[src/rtl/i2c_pkg.sv]
// Shared I2C definitions: target state encoding, bus widths and ACK/NACK levels.
package i2c_pkg;

  localparam int unsigned I2C_ADDR_W = 7;
  localparam int unsigned I2C_BYTE_W = 8;
  localparam int unsigned I2C_CNT_W  = 4;

  localparam logic I2C_ACK  = 1'b0;
  localparam logic I2C_NACK = 1'b1;

  typedef enum logic [2:0] {
    IDLE,
    ADDR,
    ADDR_ACK,
    WR_BYTE,
    WR_ACK,
    RD_BYTE,
    RD_ACK
  } i2c_tgt_state_t;

endpackage

[src/rtl/i2c_target_line_sync.sv]
// Two-flop synchronizer for one bus line plus combinational rise/fall pulses.
module i2c_line_sync (
  input  logic clk,
  input  logic rst,
  input  logic din,
  output logic level,
  output logic rise_c,
  output logic fall_c
);

  logic [1:0] sync_q;
  logic       prev_q;

  // Reset to the idle-high bus level so reset itself never looks like an edge.
  always_ff @(posedge clk or posedge rst) begin
    if (rst) begin
      sync_q <= 2'b11;
      prev_q <= 1'b1;
    end else begin
      sync_q <= {sync_q[0], din};
      prev_q <= sync_q[1];
    end
  end

  assign level  = sync_q[1];
  assign rise_c = sync_q[1] & ~prev_q;
  assign fall_c = ~sync_q[1] & prev_q;

endmodule

[src/rtl/i2c_target.sv]
// Single-address I2C target: START/STOP detection, address ACK, byte-wide
// write receive and read transmit with open-drain SDA and no clock stretching.
module i2c_target
  import i2c_pkg::*;
#(
  parameter logic [I2C_ADDR_W-1:0] TARGET_ADDR = 7'h50
) (
  input  logic                  clk,
  input  logic                  rst,
  input  logic                  scl_in,
  input  logic                  sda_in,
  output logic                  sda_oe,
  output logic [I2C_BYTE_W-1:0] rx_data,
  output logic                  rx_valid,
  input  logic [I2C_BYTE_W-1:0] tx_data,
  output logic                  tx_req,
  output logic                  busy
);

  localparam logic [I2C_CNT_W-1:0] CNT_FULL = I2C_CNT_W'(I2C_BYTE_W);

  logic scl, scl_rise, scl_fall;
  logic sda, sda_rise, sda_fall;
  logic start, stop;

  i2c_line_sync u_scl_sync (
    .clk    (clk),
    .rst    (rst),
    .din    (scl_in),
    .level  (scl),
    .rise_c (scl_rise),
    .fall_c (scl_fall)
  );

  i2c_line_sync u_sda_sync (
    .clk    (clk),
    .rst    (rst),
    .din    (sda_in),
    .level  (sda),
    .rise_c (sda_rise),
    .fall_c (sda_fall)
  );

  assign start = sda_fall & scl;
  assign stop  = sda_rise & scl;

  i2c_tgt_state_t             state_q, state_d;
  logic [I2C_CNT_W-1:0]       bit_cnt_q, bit_cnt_d, cnt_inc;
  logic [I2C_BYTE_W-1:0]      shift_q, shift_d, shift_in;
  logic                       rw_q, rw_d;
  logic                       sda_oe_d, rx_valid_d, tx_req_d, busy_d;
  logic [I2C_BYTE_W-1:0]      rx_data_d;

  assign shift_in = {shift_q[I2C_BYTE_W-2:0], sda};
  assign cnt_inc  = (bit_cnt_q >= CNT_FULL) ? CNT_FULL : I2C_CNT_W'(bit_cnt_q + 4'd1);

  always_ff @(posedge clk or posedge rst) begin
    if (rst) begin
      state_q   <= IDLE;
      bit_cnt_q <= '0;
      shift_q   <= '0;
      rw_q      <= 1'b0;
      sda_oe    <= 1'b0;
      rx_data   <= '0;
      rx_valid  <= 1'b0;
      tx_req    <= 1'b0;
      busy      <= 1'b0;
    end else begin
      state_q   <= state_d;
      bit_cnt_q <= bit_cnt_d;
      shift_q   <= shift_d;
      rw_q      <= rw_d;
      sda_oe    <= sda_oe_d;
      rx_data   <= rx_data_d;
      rx_valid  <= rx_valid_d;
      tx_req    <= tx_req_d;
      busy      <= busy_d;
    end
  end

  // Bus conditions first; otherwise SCL edges advance the per-state bit protocol.
  always_comb begin
    state_d    = state_q;
    bit_cnt_d  = bit_cnt_q;
    shift_d    = shift_q;
    rw_d       = rw_q;
    sda_oe_d   = sda_oe;
    rx_data_d  = rx_data;
    rx_valid_d = 1'b0;
    tx_req_d   = 1'b0;
    busy_d     = busy;

    if (start) begin
      state_d   = ADDR;
      bit_cnt_d = '0;
      sda_oe_d  = 1'b0;
      busy_d    = 1'b0;
    end else if (stop) begin
      state_d   = IDLE;
      bit_cnt_d = '0;
      sda_oe_d  = 1'b0;
      busy_d    = 1'b0;
    end else begin
      case (state_q)
        IDLE: ;
        ADDR: begin
          if (scl_rise) begin
            shift_d   = shift_in;
            bit_cnt_d = cnt_inc;
            if (cnt_inc == CNT_FULL) begin
              if (shift_in[I2C_BYTE_W-1:1] == TARGET_ADDR) begin
                state_d = ADDR_ACK;
                rw_d    = shift_in[0];
                busy_d  = 1'b1;
              end else begin
                state_d = IDLE;
              end
            end
          end
        end
        ADDR_ACK, WR_ACK: begin
          // sda_oe doubles as the phase flag: low before the ACK slot, high within it.
          if (scl_rise && state_q == ADDR_ACK && rw_q) begin
            tx_req_d = 1'b1;
          end
          if (scl_fall) begin
            if (!sda_oe) begin
              sda_oe_d = 1'b1;
            end else if (state_q == ADDR_ACK && rw_q) begin
              state_d   = RD_BYTE;
              sda_oe_d  = ~tx_data[I2C_BYTE_W-1];
              shift_d   = {tx_data[I2C_BYTE_W-2:0], 1'b0};
              bit_cnt_d = 4'd1;
            end else begin
              state_d   = WR_BYTE;
              sda_oe_d  = 1'b0;
              bit_cnt_d = '0;
            end
          end
        end
        WR_BYTE: begin
          if (scl_rise) begin
            shift_d   = shift_in;
            bit_cnt_d = cnt_inc;
            if (cnt_inc == CNT_FULL) begin
              rx_data_d  = shift_in;
              rx_valid_d = 1'b1;
              state_d    = WR_ACK;
              sda_oe_d   = 1'b0;
            end
          end
        end
        RD_BYTE: begin
          if (scl_fall) begin
            if (bit_cnt_q >= CNT_FULL) begin
              sda_oe_d = 1'b0;
              state_d  = RD_ACK;
            end else begin
              sda_oe_d  = ~shift_q[I2C_BYTE_W-1];
              shift_d   = {shift_q[I2C_BYTE_W-2:0], 1'b0};
              bit_cnt_d = cnt_inc;
            end
          end
        end
        RD_ACK: begin
          if (scl_rise) begin
            if (sda == I2C_ACK) begin
              tx_req_d = 1'b1;
            end else begin
              state_d = IDLE;
              busy_d  = 1'b0;
            end
          end else if (scl_fall) begin
            state_d   = RD_BYTE;
            sda_oe_d  = ~tx_data[I2C_BYTE_W-1];
            shift_d   = {tx_data[I2C_BYTE_W-2:0], 1'b0};
            bit_cnt_d = 4'd1;
          end
        end
        default: state_d = IDLE;
      endcase
    end
  end

endmodule

[config.mk]
export PLATFORM = sky130hd
export DESIGN_NAME = i2c_target
export DESIGN_NICKNAME = d
export VERILOG_FILES = /design/src/rtl/i2c_pkg.sv /design/src/rtl/i2c_target_line_sync.sv /design/src/rtl/i2c_target.sv
export SDC_FILE = /design/constraint.sdc
export NUM_CORES = 1
export LEC_CHECK = 0
export ABC_AREA = 1
export ABC_CLOCK_PERIOD_IN_PS = 2180
export BUFFER_PORTS_ARGS = -buffer_cell sky130_fd_sc_hd__clkbuf_2
export CAP_MARGIN = 5
export CELL_PAD_IN_SITES_DETAIL_PLACEMENT = 1
export CELL_PAD_IN_SITES_GLOBAL_PLACEMENT = 2
export CORE_MARGIN = 8
export CORE_UTILIZATION = 35
export CTS_BUF_LIST = sky130_fd_sc_hd__clkbuf_2 sky130_fd_sc_hd__clkbuf_4 sky130_fd_sc_hd__clkbuf_8
export DETAILED_ROUTE_END_ITERATION = 16
export PLACE_DENSITY = 0.93
export SYNTH_ARGS = -nofsm -noshare
export SYNTH_HDL_FRONTEND = slang
export SYNTH_SLANG_ARGS = --single-unit
[constraint.sdc]
create_clock -name clk -period 2.18 [get_ports clk]
set_input_delay 0.109 -clock clk [delete_from_list [all_inputs] [get_ports clk]]
set_output_delay 0.109 -clock clk [all_outputs]
set_load 0.005 [all_outputs]
======== Word-level counts from Yosys, hierarchy flattened ========
Index checks and enable logic that the tools add are counted.
storage, ports and cells
  flip-flop bits (word level) ............. 34
  output and inout bits ................... 12
  logic and storage cells ................. 148
operators by class
  $add $sub $neg .......................... 1
  order comparisons ....................... 1
  equal/unequal tests ..................... 34
  muxes and demuxes ....................... 68
  bitwise operators ....................... 14
  reduce and logical (&&, ||, !) cells .... 17
operators with widths
  kind                                                 count
  2-to-1 mux 8 bit                                     8
  != test 4 bit, second input constant                 13
  2-to-1 mux 3 bit                                     14
  2-to-1 mux 4 bit                                     10
  case mux 8 bit (4 select lines)                      1
  2-to-1 mux 1 bit                                     29
  AND reduction 11 bit                                 2
  case mux 3 bit (6 select lines)                      1
  case mux 4 bit (4 select lines)                      1
  != test 2 bit, second input constant                 7
  AND reduction 6 bit                                  2
  nonzero test 6 bit                                   2
  equality test 3 bit, second input constant           3
  inverter 1 bit                                       8
  AND reduction 8 bit                                  1
  nonzero test 4 bit                                   2
  equality test 7 bit, second input constant           1
  AND reduction 7 bit                                  1
  bitwise AND 1 bit                                    6
  equality test 3 x 2 -> 1 bit, second input constant  2
  != test 5 x 4 -> 1 bit, second input constant        1
  != test 5 bit, second input constant                 1
  AND reduction 5 bit                                  1
  adder 4 x 1 -> 4 bit, second input constant          1
  13 further kinds                                     17

======== Depth between registers and ports, before layout ========
Gate-level depths: netlist of the first run.
  word-level depth ........................ 8
  gate-level depth with buffers ........... 11

======== By module ========
Synthesis of the first run repeated with hierarchy kept, for this count alone.
unflattened totals
  cell total of the unflattened synthesis .. 272
  area total of the unflattened synthesis .. 1935.6 um^2
modules (own cells, without submodules)
  module         instances  cells each  area each (um^2)
  i2c_target     1          256         1740.4
  i2c_line_sync  2          8           97.6

======== Worst setup path after synthesis of the first run ========
OpenSTA, ideal clock, no wires.
  path type ............................... register -> register
  start ................................... register u_scl_sync.sync_q[1]
  end ..................................... register shift_q[5]
  library setup time ...................... 0.123 ns
  arrival ................................. 1.572 ns
  required time ........................... 2.057 ns
  setup slack ............................. 0.485 ns
  cell stages (with the launch flop) ...... 10
  buffers on the path ..................... 1
  period minus slack after synthesis ...... 1.695 ns
  cell sequence ........................... dfstp_2 > ha_1 > inv_1 > nand2_1 > nand3_2 > nor2_4 > nand2_4 > buf_6 > nand2_2 > o21ai_2
between the ends
  longest elaborated chain between the ends .. 4
RTL lines
  element                                  line                        source
  start: declaration                       i2c_target_line_sync.sv:11  logic [1:0] sync_q;
  start signal: assignment                 i2c_target_line_sync.sv:20  sync_q <= {sync_q[0], din};
  inverter 1 bit                           i2c_target_line_sync.sv:27  assign fall_c = ~sync_q[1] & prev_q;
  bitwise AND 1 bit                        i2c_target_line_sync.sv:27
  != test 2 bit (no source line)           n/a
  AND reduction 11 bit (no source line) *  n/a
  end signal: assignment                   i2c_target.sv:71            shift_q <= shift_d;
  end: declaration                         i2c_target.sv:49            logic [I2C_BYTE_W-1:0] shift_q, shift_d, shift_in;
Every way passes the cells marked *; elsewhere a longest branch is shown, timed or not.
A chain may end at the register's enable or synchronous reset.

======== Worst setup path in the final report of the first run ========
  start ................................... register u_sda_sync.sync_q[1]
  end ..................................... register shift_q[3]
between the ends
  longest elaborated chain between the ends .. 5
RTL lines
  element                                  line                        source
  start: declaration                       i2c_target_line_sync.sv:11
  start signal: assignment                 i2c_target_line_sync.sv:20
  inverter 1 bit                           i2c_target_line_sync.sv:27
  bitwise AND 1 bit                        i2c_target_line_sync.sv:27
  bitwise AND 1 bit                        i2c_target.sv:44            assign start = sda_fall & scl;
  inverter 1 bit (no source line)          n/a
  AND reduction 11 bit (no source line) *  n/a
Marks and branches as above.

==> impl_metrics.py, run 1 <==
metrics = {
    "setup_path": {
        "path_class": "register to register",
        "startpoint": "u_sda_sync.sync_q[1]",
        "worstSetupEndpointType": "register",
        "critical_path.most_common_cell": "inv_2",
        "worstReg2RegStart": "u_sda_sync.sync_q[1]",
        "cp_max_fo": 18,
        "start_kind": "register",
        "crit_required_ns": 2.35,
        "cp_slowest_cell": "dfstp_2",
        "slowest_delay_ns": 0.64,
        "worstPathArrival_ns": 2.18,
        "cp_cell_sequence": "inv_2, nand3_1, nand2_2, inv_2, nand3_2, nor2_2, nand2_4, nand2_1, o21ai_2",
    },
    "die": {
        "die_w_um": 94.8,
        "start_util": 0.365,
        "core_um2": 5960,
        "dieArea_um2": 9000,
        "io-pin-count": 24,
        "dieHeight_um": 94.8,
        "core.rowCount": 28,
    },
    "finish": {
        "syn2layout_area_growth_pct": 15.0,
        "nFillCells": 786,
        "finalCoreUtilization": 0.420,
        "antenna_cells": 0,
        "fin_nets": 335,
        "drive_gt1_frac": 0.253,
    },
    "route": {
        "dr.max_layer_used": "met4",
        "viasPerCell": 4.97,
        "first_iter_violations": 94,
        "ant_nets": 0,
        "first_pass_iters": 4,
        "drt_wl_total_mm": 6.09,
        "route.vias.total": 1965,
        "dr_wl_met3_um": 175,
        "met1_length_mm": 2.89,
        "routedWlPerCell_um": 15.4,
        "drc_errors": 0,
        "route.met2.wl_mm": 2.94,
    },
    "yosys": {
        "synth-seq-area-share": 0.394,
        "synth_simple_gate_area_frac": 0.384,
        "syn_area_um2": 2180,
        "ys_ff_latch": 34,
        "synth_compound_area_frac": 0.0914,
        "yosysWarnings": 0,
        "syn_nets": 302,
        "synth.distinct_cells": 35,
        "synth_top_family_by_area": "simple AND/OR/NAND/NOR gates",
        "synth_flop_cell": "dfrtp_1",
        "muxShareOfSynthArea": 0.0184,
        "syn_area_per_cell_um2": 7.61,
        "synth_fa_ha_area_frac": 0.0230,
        "async_flop_share": 1.00,
        "synth_xor_area_frac": 0,
        "synth_enable_flop_cells": 0,
        "synthCells": 286,
    },
    "pwr": {
        "p_switching_uw": 608,
        "p_per_area_nw_per_um2": 708,
        "p_seq_frac": 0.462,
        "intPower_mw": 1.16,
        "ir_drop_uv": 360,
        "p_clk_frac": 0.288,
        "power_mw": 1.77,
        "power_frac_comb": 0.250,
        "netSwitchingFraction": 0.343,
        "p_leak_nw": 1.33,
    },
    "cts": {
        "cts.sinks": 34,
        "cts_resized": 0,
        "clockRootBuffer": "clkbuf_8",
        "clockBufferDepth": 2,
        "h-tree-depth": 2,
        "cts_tree": "yes",
        "clk_pin_slew_ns": 0.07,
        "numCtsBuffers": 5,
        "hold_buffers": 3,
        "clk_latency_ns": 0.29,
        "cts_setup_buffers": 0,
    },
    "sta": {
        "timing.final.ws_setup_ns": 0.171,
        "post-route-min-period_ns": 2.01,
        "setup_tns_ns": 0,
        "worst_pin_slew_ns": 0.436,
        "fmax_mhz": 498,
        "finalClockSkew_ns": 0.00424,
        "hold-worst-slack_ns": 0.122,
        "setup_viol": 0,
        "rsz0062_at_grt": "no",
        "finalCritPeriodShare": 0.922,
        "relSlewSlack": 0.709,
        "hold_viol_final": 0,
        "drv_slew": 0,
    },
    "global_routing": {
        "grt-ovfl-total": 0,
        "grt_usage": 0.148,
        "grt_antenna_before_repair": 0,
        "grt_max_degree": 35,
        "grt_pass1_vias": 2115,
        "grt_pass1_wl_mm": 10.5,
    },
    "status": {
        "outcome": "finished clean",
    },
    "placement": {
        "dpl.hpwl_mm": 4.71,
        "place_ws_ns": 0.208,
        "finalWeightedCongestion": 0.915,
        "io_buffers": 23,
    },
    "worst_hold_path": {
        "hp-start": "tx_data[0]",
        "hold_class": "input pin to register",
    },
    "run": {
        "cap_viol_max_count": 0,
    },
}
layout by cell type (no fill, tap or decap):
| cell | n |
|---|---|
| nand2_1 | 77 |
| nor2_1 | 38 |
| nand3_1 | 32 |
| dfrtp_1 | 28 |
| inv_1 | 25 |
| clkbuf_2 | 23 |
| o21ai_2 | 8 |
| o21ai_0 | 7 |
| buf_4 | 7 |
| inv_2 | 6 |
| nand3_2 | 6 |
| nand2_2 | 6 |
| nand4_1 | 6 |
| clkbuf_8 | 6 |
| dfstp_2 | 6 |
| o21ai_1 | 5 |
| mux2i_1 | 4 |
| ha_1 | 4 |
| a21oi_1 | 3 |
| dlygate4sd3_1 | 3 |
| nand3_4 | 2 |
| nand2_4 | 2 |
| nor3_1 | 2 |
| a21oi_4 | 1 |
| inv_4 | 1 |
| nor2_4 | 1 |
| inv_6 | 1 |
| nor3_2 | 1 |
| o21ai_4 | 1 |
| nor2_2 | 1 |
| a31oi_1 | 1 |
| or3_1 | 1 |
| a21boi_0 | 1 |
| o211ai_1 | 1 |
| nand3b_1 | 1 |
| clkbuf_4 | 1 |
| clkinv_2 | 1 |
registers in the layout, summed over array words and instances (netlist names):
signal	cells
u_sda_sync.prev_q	1
u_sda_sync.sync_q	2
u_scl_sync.sync_q	2
tx_req	1
busy	1
bit_cnt_q	4
u_scl_sync.prev_q	1
sda_oe	1
rx_data	8
shift_q	8
rw_q	1
rx_valid	1
state_q	3
cells in the mapped netlist (3+ instances only):
cell | instances | area (um2)
inv_2 | 6 | 22.5
o21ai_2 | 8 | 70.1
o21ai_0 | 7 | 35.0
nand3_1 | 32 | 160
buf_6 | 4 | 45.0
nand2_1 | 77 | 289
o21ai_1 | 5 | 25.0
ha_1 | 4 | 50.1
dfrtp_1 | 28 | 701
mux2i_1 | 4 | 40.0
nand3_2 | 6 | 60.1
nand2_2 | 6 | 37.5
nor2_1 | 38 | 143
a21oi_1 | 3 | 15.0
dfstp_2 | 6 | 158
inv_1 | 25 | 93.8
nand4_1 | 6 | 37.5
per-layer routing:
metal / global-route usage / up-vias
li1: - / 982
met1: 0.188 / 946
met2: 0.243 / 29
met3: 0.0341 / 8
met4: 0.0416 / 0
met5: 0 / -
final timing paths:
| kind | slack [ns] | cells past startpoint | end |
|---|---|---|---|
| worst max-delay path | 0.17 | 9 | shift_q[3] |
| worst min-delay path | 0.12 | 3 | shift_q[1] |
| worst min register to register | 0.36 | 0 | u_scl_sync.sync_q[1] |
| min in group asynchronous | 0.45 | 4 | shift_q[6] |
| max in group asynchronous | 1.38 | 4 | u_sda_sync.prev_q |
| worst max register to register | 0.17 | 9 | shift_q[3] |
power groups by stage:
stage	combinational (mW)	sequential, mW	clock, mW
after global placement	0.430	0.829	0
after floorplan	0.344	0.800	0
after global routing	0.507	0.831	0.555
after CTS	0.451	0.819	0.520
final	0.443	0.818	0.510
after detailed placement	0.445	0.829	0
layout make-up:
cell class | count | area (um2) | share of cell area
Clock inverter | 1 | 5.00 | 0.00200
Inverter | 33 | 131 | 0.0525
Sequential cell | 34 | 858 | 0.343
Tap cell | 75 | 93.8 | 0.0375
Multi-Input combinational cell | 212 | 1120 | 0.450
Clock buffer | 7 | 90.1 | 0.0360
Timing Repair Buffer | 33 | 198 | 0.0790
logic make-up (layout without fill, tap and decap cells):
| logic type | Yosys count | count (layout) |
|---|---|---|
| AO/OA/AOI/OAI | 28 | 28 |
| adder cells (fa/ha/maj) | 4 | 4 |
| buffers and inverters | 40 | 74 |
| flip-flops | 34 | 34 |
| multiplexers | 4 | 4 |
| AND/OR/NAND/NOR | 176 | 176 |
stage by stage:
stage,std cells,area [um2]
6_report,395,2500
3_5_place_dp,384,2380
4_1_cts,395,2500
3_3_place_gp,384,2380
2_1_floorplan,286,2180
5_1_grt,395,2500
critical path: cells and delay by family (launching register included):
family,cells,cell delay (ns)
simple gates,6,0.83
compound gates,1,0.06
flops,1,0.64
buf+inv,2,0.36
No activity file was read; power rests on OpenSTA's default activity.
==> inputs of run 2 (changes only) <==
--- a/config.mk
+++ b/config.mk
@@ -7,15 +7,15 @@
 export LEC_CHECK = 0
 export ABC_AREA = 1
 export ABC_CLOCK_PERIOD_IN_PS = 2180
-export BUFFER_PORTS_ARGS = -buffer_cell sky130_fd_sc_hd__clkbuf_2
 export CAP_MARGIN = 5
 export CELL_PAD_IN_SITES_DETAIL_PLACEMENT = 1
 export CELL_PAD_IN_SITES_GLOBAL_PLACEMENT = 2
 export CORE_MARGIN = 8
-export CORE_UTILIZATION = 35
+export CORE_UTILIZATION = 36
 export CTS_BUF_LIST = sky130_fd_sc_hd__clkbuf_2 sky130_fd_sc_hd__clkbuf_4 sky130_fd_sc_hd__clkbuf_8
 export DETAILED_ROUTE_END_ITERATION = 16
-export PLACE_DENSITY = 0.93
+export DONT_BUFFER_PORTS = 1
+export PLACE_DENSITY = 0.89
 export SYNTH_ARGS = -nofsm -noshare
 export SYNTH_HDL_FRONTEND = slang
 export SYNTH_SLANG_ARGS = --single-unit
==> run 2 against run 1 <==
Non-clock buffer count down 28. Critical path type unchanged. Core utilization down 1.7 points. Power up 3.3%. Hold slack worse by 0.096 ns. Clock skew up 0.0018 ns. Final cell count down 7.1%. Flip-flop and latch count unchanged. Die area down 2.3%. Critical path depth unchanged.
==> impl_metrics.py, run 2 (same netlist as run 1, synthesis figures left out) <==
metrics = {
    "die": {
        "die_w_um": 93.7,
        "dieArea_um2": 8790,
        "core_um2": 5890,
        "core.rowCount": 28,
        "start_util": 0.370,
        "dieHeight_um": 93.7,
        "io-pin-count": 24,
    },
    "placement": {
        "place_ws_ns": 0.160,
        "finalWeightedCongestion": 0.845,
        "io_buffers": 0,
        "dpl.hpwl_mm": 4.41,
        "place_area_um2": 2220,
    },
    "pwr": {
        "netSwitchingFraction": 0.335,
        "p_clk_frac": 0.328,
        "p_leak_nw": 1.20,
        "intPower_mw": 1.22,
        "power_frac_comb": 0.223,
        "ir_drop_uv": 514,
        "p_per_area_nw_per_um2": 772,
        "p_switching_uw": 614,
        "p_seq_frac": 0.448,
    },
    "setup_path": {
        "worstSetupEndpointType": "register",
        "cp_cell_sequence": "inv_2, nand3_1, nand2_2, inv_2, nand3_2, nor2_2, nand2_4, nand2_1, o21ai_2",
        "r2r_cells": 9,
        "start_kind": "register",
        "crit_required_ns": 2.36,
        "r2r_end": "shift_q[2]",
        "path_class": "register to register",
        "cp_slowest_cell": "dfstp_2",
        "slowest_delay_ns": 0.62,
        "critical_path.most_common_cell": "inv_2",
        "cp_max_fo": 18,
        "worstPathArrival_ns": 2.13,
        "endpoint": "shift_q[2]",
        "worstReg2RegStart": "u_sda_sync.sync_q[1]",
        "critPathTopFamily": "simple AND/OR/NAND/NOR gates",
        "regToRegSetupSlack_ns": 0.22,
        "startpoint": "u_sda_sync.sync_q[1]",
        "cp.depth": 9,
        "cp.buffers_inverters": 2,
    },
    "sta": {
        "finalCritPeriodShare": 0.897,
        "timing.final.ws_setup_ns": 0.225,
        "relSlewSlack": 0.686,
        "worst_pin_slew_ns": 0.469,
        "post-route-min-period_ns": 1.96,
        "setup_viol": 0,
        "hold_viol_final": 0,
        "rsz0062_at_grt": "no",
        "drv_slew": 0,
        "finalClockSkew_ns": 0.00600,
        "fmax_mhz": 511,
        "setup_tns_ns": 0,
    },
    "route": {
        "first_iter_violations": 79,
        "drt_wl_total_mm": 5.90,
        "first_pass_iters": 4,
        "ant_nets": 0,
        "drc_errors": 0,
        "route.vias.total": 1914,
        "viasPerCell": 5.22,
        "routedWlPerCell_um": 16.1,
    },
    "cts": {
        "clockBufferDepth": 2,
        "cts.sinks": 34,
        "clk_pin_slew_ns": 0.08,
        "h-tree-depth": 2,
        "clockRootBuffer": "clkbuf_8",
        "numCtsBuffers": 5,
        "cts_tree": "yes",
        "clk_latency_ns": 0.29,
    },
    "status": {
        "outcome": "finished clean",
    },
    "global_routing": {
        "grt-ovfl-total": 0,
        "grt_usage": 0.143,
        "grt_pass1_wl_mm": 9.96,
        "grt_antenna_before_repair": 0,
        "grt_pass1_vias": 1963,
        "grt_max_degree": 35,
    },
    "finish": {
        "fin_area_um2": 2370,
        "syn2layout_area_growth_pct": 8.97,
        "drive_gt1_frac": 0.188,
        "final_common_cell": "nand2_1",
        "fin_nets": 307,
        "antenna_cells": 0,
        "layout_common_cells": "nand2_1 (77), nor2_1 (38), nand3_1 (32), dfrtp_1 (27), inv_1 (25)",
        "largestRegisters": "rx_data (8), shift_q (8), bit_cnt_q (4)",
    },
    "run": {
        "cap_viol_max_count": 0,
    },
    "worst_hold_path": {
        "hold_class": "input pin to register",
    },
}
-- run 2: cell types whose count changed in the layout (fill, tap and decap cells not counted), sizes merged --
cell      before  now
clkinvlp       0    2
clkbuf        30    5
buf            7    2
clkinv         1    0
bufinv         0    1
-- run 2: worst min-delay path by stage --
stage | cells past startpoint | slack (ns) | end | from
after floorplan | 0 | 0.11 | u_scl_sync.sync_q[0] | scl_in
after global placement | 0 | 0.11 | u_scl_sync.sync_q[0] | scl_in
after detailed placement | 0 | 0.11 | u_sda_sync.sync_q[0] | sda_in
after CTS | 2 | 0.03 | shift_q[1] | tx_data[0]
after global routing | 2 | 0.03 | shift_q[2] | tx_data[1]
final | 2 | 0.03 | shift_q[1] | tx_data[0]
-- run 2: power by group through the flow --
stage	clock, mW	combinational (mW)	sequential [mW]
floorplan	0	0.344	0.800
global placement	0	0.397	0.831
detailed placement	0	0.408	0.834
CTS	0.615	0.414	0.823
global route	0.642	0.473	0.836
finish	0.601	0.409	0.821
-- run 2: worst reg2reg max path, stage by stage (launching register included) --
cell and delay (ns):
dfstp_2 0.62, inv_2 0.07, nand3_1 0.12, nand2_2 0.13
inv_2 0.29, nand3_2 0.12, nor2_2 0.14, nand2_4 0.17
nand2_1 0.13, o21ai_2 0.05
-- run 2: final cells by class --
cell class,instances,area [um2]
inverter,33,131
multi-input combinational,212,1130
timing repair buffer,5,45.0
fill,756,3510
sequential,34,860
clock inverter,3,45.0
tap,75,93.8
clock buffer,5,68.8
-- run 2: timing repair --
item                                    CTS  global route
hold buffers                              3             0
setup buffers                             0             0
hold endpoints to repair                 30             0
endpoints found under the setup margin    0             4
gates resized for setup                   0             2
-- run 2: per-stage QoR --
step	power, mW	hold slack, ns	instances	util
after detailed placement	1.24	0.114	356	0.378
after global routing	1.95	0.0259	367	0.403
final	1.83	0.0261	367	0.403
after floorplan	1.14	0.113	286	-
after global placement	1.23	0.114	356	0.378
after CTS	1.85	0.0264	367	0.402
-- run 2: layer usage --
| layer | vias up | GRT usage | part of all wire |
|---|---|---|---|
| li1 | 929 | - | - |
| met2 | 33 | 0.239 | 0.49 |
| met5 | - | 0 | 0 |
| met4 | 0 | 0.0383 | 0.0090 |
| met3 | 6 | 0.0424 | 0.054 |
| met1 | 946 | 0.175 | 0.45 |
==> inputs of run 3 (changes only) <==
--- a/config.mk
+++ b/config.mk
@@ -6,7 +6,7 @@
 export NUM_CORES = 1
 export LEC_CHECK = 0
 export ABC_AREA = 1
-export ABC_CLOCK_PERIOD_IN_PS = 2180
+export ABC_CLOCK_PERIOD_IN_PS = 2500
 export CAP_MARGIN = 5
 export CELL_PAD_IN_SITES_DETAIL_PLACEMENT = 1
 export CELL_PAD_IN_SITES_GLOBAL_PLACEMENT = 2
==> constraint.sdc (replaced) <==
create_clock -name clk -period 2.5 [get_ports clk]
set_input_delay 0.125 -clock clk [delete_from_list [all_inputs] [get_ports clk]]
set_output_delay 0.125 -clock clk [all_outputs]
set_load 0.005 [all_outputs]
==> run 3 against run 2 <==
Sequential power shrank 13%. Core utilization up 0.21 points. Routed wire length increased by 1.3%. Clock power rose by 4.7%. Hold slack improved by 0.014 ns. Global-route usage grew 0.26 points. Via count down 0.21%.
==> impl_metrics.py, run 3 (same netlist as run 1, synthesis figures left out) <==
metrics = {
    "status": {
        "outcome": "finished clean",
    },
    "placement": {
        "dpl.hpwl_mm": 4.48,
        "io_buffers": 0,
        "finalWeightedCongestion": 0.849,
        "place_ws_ns": 0.488,
    },
    "sta": {
        "post-route-min-period_ns": 2.05,
        "worst_pin_slew_ns": 0.516,
        "relSlewSlack": 0.656,
        "fmax_mhz": 489,
        "hold_viol_final": 0,
        "timing.final.ws_setup_ns": 0.453,
        "setup_tns_ns": 0,
        "rsz0062_at_grt": "no",
        "setup_viol": 0,
        "drv_slew": 0,
        "finalCritPeriodShare": 0.819,
        "finalClockSkew_ns": 0.00642,
    },
    "pwr": {
        "intPower_mw": 1.16,
        "power_frac_comb": 0.209,
        "ir_drop_uv": 319,
        "p_per_area_nw_per_um2": 713,
        "p_clk_frac": 0.370,
        "p_switching_uw": 537,
        "p_leak_nw": 1.22,
        "netSwitchingFraction": 0.316,
        "p_seq_frac": 0.420,
    },
    "setup_path": {
        "cp_max_fo": 13,
        "worstPathArrival_ns": 2.29,
        "cp.buffers_inverters": 2,
        "r2r_cells": 7,
        "slowest_delay_ns": 0.60,
        "worstSetupEndpointType": "register",
        "worstReg2RegStart": "u_scl_sync.sync_q[1]",
        "cp_slowest_cell": "dfstp_2",
        "start_kind": "register",
        "regToRegSetupSlack_ns": 0.45,
        "r2r_end": "rx_data[1]",
        "critical_path.most_common_cell": "nand2_1",
        "path_class": "register to register",
        "critPathTopFamily": "simple AND/OR/NAND/NOR gates",
        "crit_required_ns": 2.74,
        "cp_cell_sequence": "ha_1, nand4_1, inv_1, nand2_1, inv_1, nand2_1, nand2_1",
    },
    "finish": {
        "syn2layout_area_growth_pct": 9.55,
        "final_common_cell": "nand2_1",
        "layout_common_cells": "nand2_1 (77), nor2_1 (38), nand3_1 (32), dfrtp_1 (28), inv_1 (25)",
        "fin_nets": 306,
        "drive_gt1_frac": 0.179,
        "ff_latch_area_um2": 858,
        "nFillCells": 740,
        "largestRegisters": "rx_data (8), shift_q (8), bit_cnt_q (4)",
        "antenna_cells": 0,
        "multiInputGateArea_um2": 1120,
    },
    "route": {
        "routedWlPerCell_um": 16.3,
        "viasPerCell": 5.22,
        "first_pass_iters": 4,
        "drc_errors": 0,
        "first_iter_violations": 84,
        "route.vias.total": 1910,
        "ant_nets": 0,
        "drt_wl_total_mm": 5.97,
    },
    "worst_hold_path": {
        "hold_class": "input pin to register",
        "hp-start": "tx_data[0]",
        "hold_path_depth": 2,
        "min_to": "shift_q[1]",
    },
    "die": {
        "core.rowCount": 28,
        "dieHeight_um": 93.7,
        "die_w_um": 93.7,
        "start_util": 0.370,
        "core_um2": 5890,
        "io-pin-count": 24,
        "dieArea_um2": 8790,
    },
    "global_routing": {
        "grt_usage": 0.146,
        "grt_max_degree": 35,
        "grt_antenna_before_repair": 0,
        "grt_pass1_wl_mm": 10.3,
        "grt_pass1_vias": 2050,
        "grt-ovfl-total": 0,
    },
    "cts": {
        "h-tree-depth": 2,
        "cts_tree": "yes",
        "clk_pin_slew_ns": 0.08,
        "clockRootBuffer": "clkbuf_8",
        "cts_setup_buffers": 0,
        "clockBufferDepth": 2,
        "cts.sinks": 34,
        "numCtsBuffers": 5,
        "clk_latency_ns": 0.30,
    },
    "run": {
        "cap_viol_max_count": 0,
    },
}
run 3: changes by cell type in the layout (fill, tap and decap cells not counted):
| cell | change |
|---|---|
| clkinvlp_4 | -2 |
| buf_4 | -1 |
| bufinv_16 | +1 |
| clkinv_4 | +1 |
| dfrtp_1 | +1 |
| dfrtp_2 | -1 |
| ha_1 | +1 |
| ha_2 | -1 |
run 3: layout make-up:
class,count,share of cell area
tap,75,0.0394
sequential,34,0.360
clock buffer,5,0.0289
timing repair buffer,4,0.0157
clock inverter,3,0.0289
inverter,33,0.0551
multi-input combinational,212,0.472
run 3: timing repair:
item	CTS	global route
hold buffers	3	0
hold endpoints to repair	30	0
gates resized for setup	0	0
run 3: metrics by stage:
stage | hold slack [ns] | util | cells | power [mW] | instance area (um2)
global placement | 0.130 | 0.376 | 355 | 1.07 | 2220
floorplan | 0.129 | - | 286 | 0.997 | 2180
detailed placement | 0.130 | 0.376 | 355 | 1.08 | 2220
finish | 0.0401 | 0.405 | 366 | 1.70 | 2380
CTS | 0.0418 | 0.405 | 366 | 1.71 | 2380
global route | 0.0345 | 0.405 | 366 | 1.79 | 2380
run 3: metal layers:
layer  GRT usage  wire length, um
met1       0.179             2720
met3      0.0408              311
met4      0.0383               60
met2       0.244             2880
met5           0                0
run 3: worst max-delay path by stage:
stage                              start  slack, ns  depth (start not counted)    endpoint
global placement    u_scl_sync.sync_q[1]       0.43                          7  rx_data[4]
floorplan           u_scl_sync.sync_q[1]       0.80                          9  shift_q[5]
CTS                 u_scl_sync.sync_q[1]       0.46                          7  rx_data[4]
finish              u_scl_sync.sync_q[1]       0.45                          7  rx_data[1]
detailed placement  u_scl_sync.sync_q[1]       0.49                          7  rx_data[1]
global route        u_scl_sync.sync_q[1]       0.30                          7  rx_data[2]
run 3: power by group through the flow:
stage / Sequential [mW] / Clock, mW / Combinational [mW]
floorplan: 0.698 / 0 / 0.300
global placement: 0.725 / 0 / 0.342
detailed placement: 0.725 / 0 / 0.358
CTS: 0.716 / 0.635 / 0.362
global route: 0.728 / 0.658 / 0.407
finish: 0.714 / 0.629 / 0.355
